--- src/rtl/pdm_mic_model_pkg.sv ---
// rtl/pdm_mic_model_pkg.sv - shared types and width helpers for the PDM microphone model
package pdm_mic_model_pkg;

    typedef enum logic [1:0] {
        EdgeNone = 2'd0,
        EdgeRise = 2'd1,
        EdgeFall = 2'd2
    } pdm_edge_e;

    function automatic int acc_width(input int sample_width);
        return sample_width + 2;
    endfunction

    // Feedback magnitude 2^(W-1) that the modulator subtracts or adds back.
    function automatic longint full_scale(input int sample_width);
        return longint'(1) << (sample_width - 1);
    endfunction

endpackage

--- src/rtl/pdm_sd_mod.sv ---
// rtl/pdm_sd_mod.sv - first-order sigma-delta modulator for one PDM channel
module pdm_sd_mod
    import pdm_mic_model_pkg::*;
#(
    parameter int W = 16
) (
    input  logic                             clk,
    input  logic                             rst_n,
    input  logic                             step,
    input  logic                             clear,
    input  logic signed [W-1:0]              x,
    output logic                             pdm_bit,
    output logic signed [acc_width(W)-1:0]   e
);
    localparam int AccW = acc_width(W);
    localparam logic signed [AccW-1:0] FullScale = AccW'(full_scale(W));

    logic signed [AccW-1:0] v;
    logic                   v_pos;

    assign v     = e + {{2{x[W-1]}}, x};
    assign v_pos = !v[AccW-1];

    always_ff @(posedge clk or negedge rst_n) begin
        if (!rst_n) begin
            e       <= '0;
            pdm_bit <= 1'b0;
        end else if (clear) begin
            e       <= '0;
            pdm_bit <= 1'b0;
        end else if (step) begin
            e       <= v_pos ? v - FullScale : v + FullScale;
            pdm_bit <= v_pos;
        end
    end

endmodule

--- config.mk ---
export PLATFORM = sky130hd
export DESIGN_NAME = pdm_sd_mod
export DESIGN_NICKNAME = d
export VERILOG_FILES = /design/src/rtl/pdm_mic_model_pkg.sv /design/src/rtl/pdm_sd_mod.sv
export SDC_FILE = /design/constraint.sdc
export NUM_CORES = 1
export LEC_CHECK = 0
export BUFFER_PORTS_ARGS = -buffer_cell sky130_fd_sc_hd__buf_2
export CAP_MARGIN = 40
export CORE_ASPECT_RATIO = 0.75
export CORE_MARGIN = 5
export CORE_UTILIZATION = 40
export CTS_BUF_LIST = sky130_fd_sc_hd__clkbuf_8
export DETAILED_ROUTE_END_ITERATION = 7
export PLACE_DENSITY_LB_ADDON = 0.2
export SETUP_SLACK_MARGIN = 0.3
export SLEW_MARGIN = 20
export SYNTH_ARGS = -nofsm -noshare
export SYNTH_HDL_FRONTEND = slang
export SYNTH_SLANG_ARGS = --single-unit
--- constraint.sdc ---
create_clock -name clk -period 4.8 [get_ports clk]
set_input_delay 0.24 -clock clk [delete_from_list [all_inputs] [get_ports clk]]
set_output_delay 0.24 -clock clk [all_outputs]
set_load 0.01 [all_outputs]
==> flow_metrics.py <==
metrics = {
    "clock_tree": {
        "clkSlewWorstSetupHoldPaths_ns": 0.08,
        "h-tree-depth": 1,
        "insertion_delay_ns": 0.26,
        "cts_tree": "built",
        "root_buffer": "clkbuf_8",
        "cts_setup_buffers": 0,
        "postCtsHoldBufs": 1,
        "cts.sinks": 19,
        "cts_resized": 0,
        "cts_inserted_buffers": 3,
        "clockBufferDepth": 2,
    },
    "flow_run": {
        "drv_cap": 0,
    },
    "die": {
        "core_sq_um": 4129,
        "start_util": 0.4242,
        "die_y_um": 67.31,
        "ios": 39,
        "die_w_um": 86.41,
        "die_area_sq_um": 5816,
        "num_rows": 20,
    },
    "sta": {
        "fin_worst_skew_ns": 0.004110,
        "max-slew-margin-rel": 0.5518,
        "finalSetupTns_ns": 0,
        "hold_viol": 0,
        "max_freq_mhz": 303.2,
        "rsz0062_at_grt": "false",
        "finalMaxSlewViolations": 0,
        "setup_viol": 0,
        "worst_pin_slew_ns": 0.6698,
        "timing.final.crit_share": 0.6872,
        "min_period_ns": 3.298,
    },
    "synth": {
        "syn_area_sq_um": 1752,
        "synth_common_cells": "nor2_1, dfrtp_1, ha_1, a21oi_1",
        "yosysUniqueCellTypes": 51,
        "synth_flop_cell": "dfrtp_1",
        "ys_async_sr_fraction": 1.000,
        "syn_nets": 246,
        "yosysWarnings": 0,
        "synth.top_cell.area_share": 0.2714,
        "ys_seq_elements": 19,
        "synth-edff-count": 0,
        "syn_inst": 207,
        "avgSynthCellArea_sq_um": 8.462,
        "seq_area_frac_synth": 0.2714,
        "ys_top_cells_by_area": "dfrtp_1, ha_1, nor2_1",
        "yosysMostFrequentCell": "nor2_1",
        "yosys.area.top_type": "dfrtp_1",
    },
    "place": {
        "gp_congestion": 0.8441,
        "dp_hpwl_um": 3502,
        "portBuffers": 38,
    },
    "critical_path": {
        "required_ns": 4.94,
        "crit_fanout": 4,
        "worst-setup-path-type": "reg -> reg",
        "reg2reg_slack_ns": 1.50,
        "worstSetupEndpointType": "flop",
        "max_stage_delay_ns": 0.45,
        "cp_cell_sequence": "ha_1 -> inv_1 -> fa_1 -> and2b_1 -> o211ai_1 -> a21boi_0 -> o2111ai_1 -> a2111o_1 -> o211ai_1 -> fa_1 -> mux2i_1 -> nor2_1",
        "critPathLaunchType": "flop",
        "critPathSlowestCell": "a2111o_1",
        "worstPathArrival_ns": 3.44,
    },
    "layout": {
        "area_growth_pct": 16.14,
        "n_antenna_cell": 0,
        "final_util": 0.4927,
        "drive_above_1_share": 0.2149,
        "nets": 282,
    },
    "pwr": {
        "vdd_drop_max_mv": 0.1789,
        "leakage_nw": 1.014,
        "p_per_area_nw_per_um2": 350.2,
    },
    "detailed_routing": {
        "dr.pass1.iters": 4,
        "via_count": 1664,
        "wl_per_cell_um": 15.53,
        "drtAntennaViolNets": 0,
        "detail_route.vias_per_cell": 5.603,
        "initialDrtViolationCount": 50,
        "wirelength_um": 4613,
        "drcViolationCount": 0,
    },
    "worst_hold_path": {
        "hold_class": "in -> reg",
    },
    "global_routing": {
        "grt_max_degree": 24,
        "grt-ovfl-total": 0,
        "antenna_found_initial": 0,
        "grt_pass1_wl_um": 7955,
        "grtUsageTotal": 0.1732,
        "grt_pass1_vias": 1642,
    },
    "run_status": {
        "status": "complete, no violations",
    },
}
per-layer routing:
metal  vias to the layer above  wire (um)  GRT usage
met2                        60       1995     0.2710
li1                        838          -          -
met1                       764       2239     0.2496
met3                         2        359    0.03902
met5                         -          0          0
met4                         0         18    0.02335
per-stage QoR:
stage                     setup WS, ns  instances  hold slack (ns)  instance area (sq um)   power, W
final                            1.502        297           0.3614                   2034  0.0007124
after global routing             1.304        297           0.3922                   2034  0.0007810
after detailed placement         1.506        292           0.2290                   1978  0.0005991
after floorplan                  1.719        207         -0.05559                   1752  0.0004972
after global placement           1.603        292           0.2223                   1978  0.0005946
after CTS                        1.489        297           0.3584                   2034  0.0007228
registers in the layout, summed over array words and instances (netlist names):
| name | count |
|---|---|
| e | 18 |
| pdm_bit | 1 |
layout make-up:
class / instances / area, sq um
Clock buffer: 3 / 41.29
Clock inverter: 1 / 5.005
Fill cell: 418 / 2095
Inverter: 9 / 33.78
Multi-Input combinational cell: 171 / 1210
Sequential cell: 19 / 475.5
Tap cell: 55 / 68.82
Timing Repair Buffer: 39 / 200.2
cells by family after synthesis:
kind of cell,synth area share
and+or+nand+nor,0.2200
xor gates and xnor gates,0.03500
adders and majority gates,0.1443
muxes,0.03429
AOI/OAI and AO/OA,0.2572
buffers and inverters,0.03785
DFF,0.2714
critical path: cells and delay by family, from the launching register on:
family,cells,cell delay [ns]
compound gates,5,1.33
simple gates,2,0.29
buf+inv,1,0.05
fa+ha+maj,3,0.97
mux,1,0.15
flops,1,0.37
layout by cell type, fill, tap and decap left out, drive strengths merged, types with 2 or more instances in the layout:
master	Yosys	routed
dfrtp	19	19
a21oi	14	14
nor2	27	27
a221o	2	2
a21o	7	7
a31oi	2	2
nand2	12	12
a221oi	2	2
a211oi	2	2
and2b	2	2
ha	17	17
clkbuf	6	3
o211ai	6	6
a2111oi	2	2
or3	3	3
o2111ai	3	3
buf	2	38
nand4	2	2
fa	2	2
o21a	6	6
nor2b	3	3
nor3b	2	2
mux2i	6	6
o21ai	7	7
inv	9	9
xor2	5	5
and3	2	2
or2	2	2
nor3	10	10
xnor2	2	2
a32oi	2	2
nand3	11	11
where the power goes:
| group | switching [W] | internal [W] |
|---|---|---|
| combinational | 0.000218 | 0.000163 |
| sequential | 0.0000243 | 0.000190 |
| clock | 0.0000597 | 0.0000579 |
worst paths after layout:
check                           start  endpoint  cells after the start
worst max-delay path             e[0]     e[16]                     12
worst min-delay path             x[0]      e[0]                      4
worst max register to register   e[0]     e[16]                     12
worst min register to register   e[8]      e[8]                      2
max in group asynchronous       rst_n      e[0]                      2
min in group asynchronous       rst_n     e[10]                      2
Power figures use the tool's default switching activity.
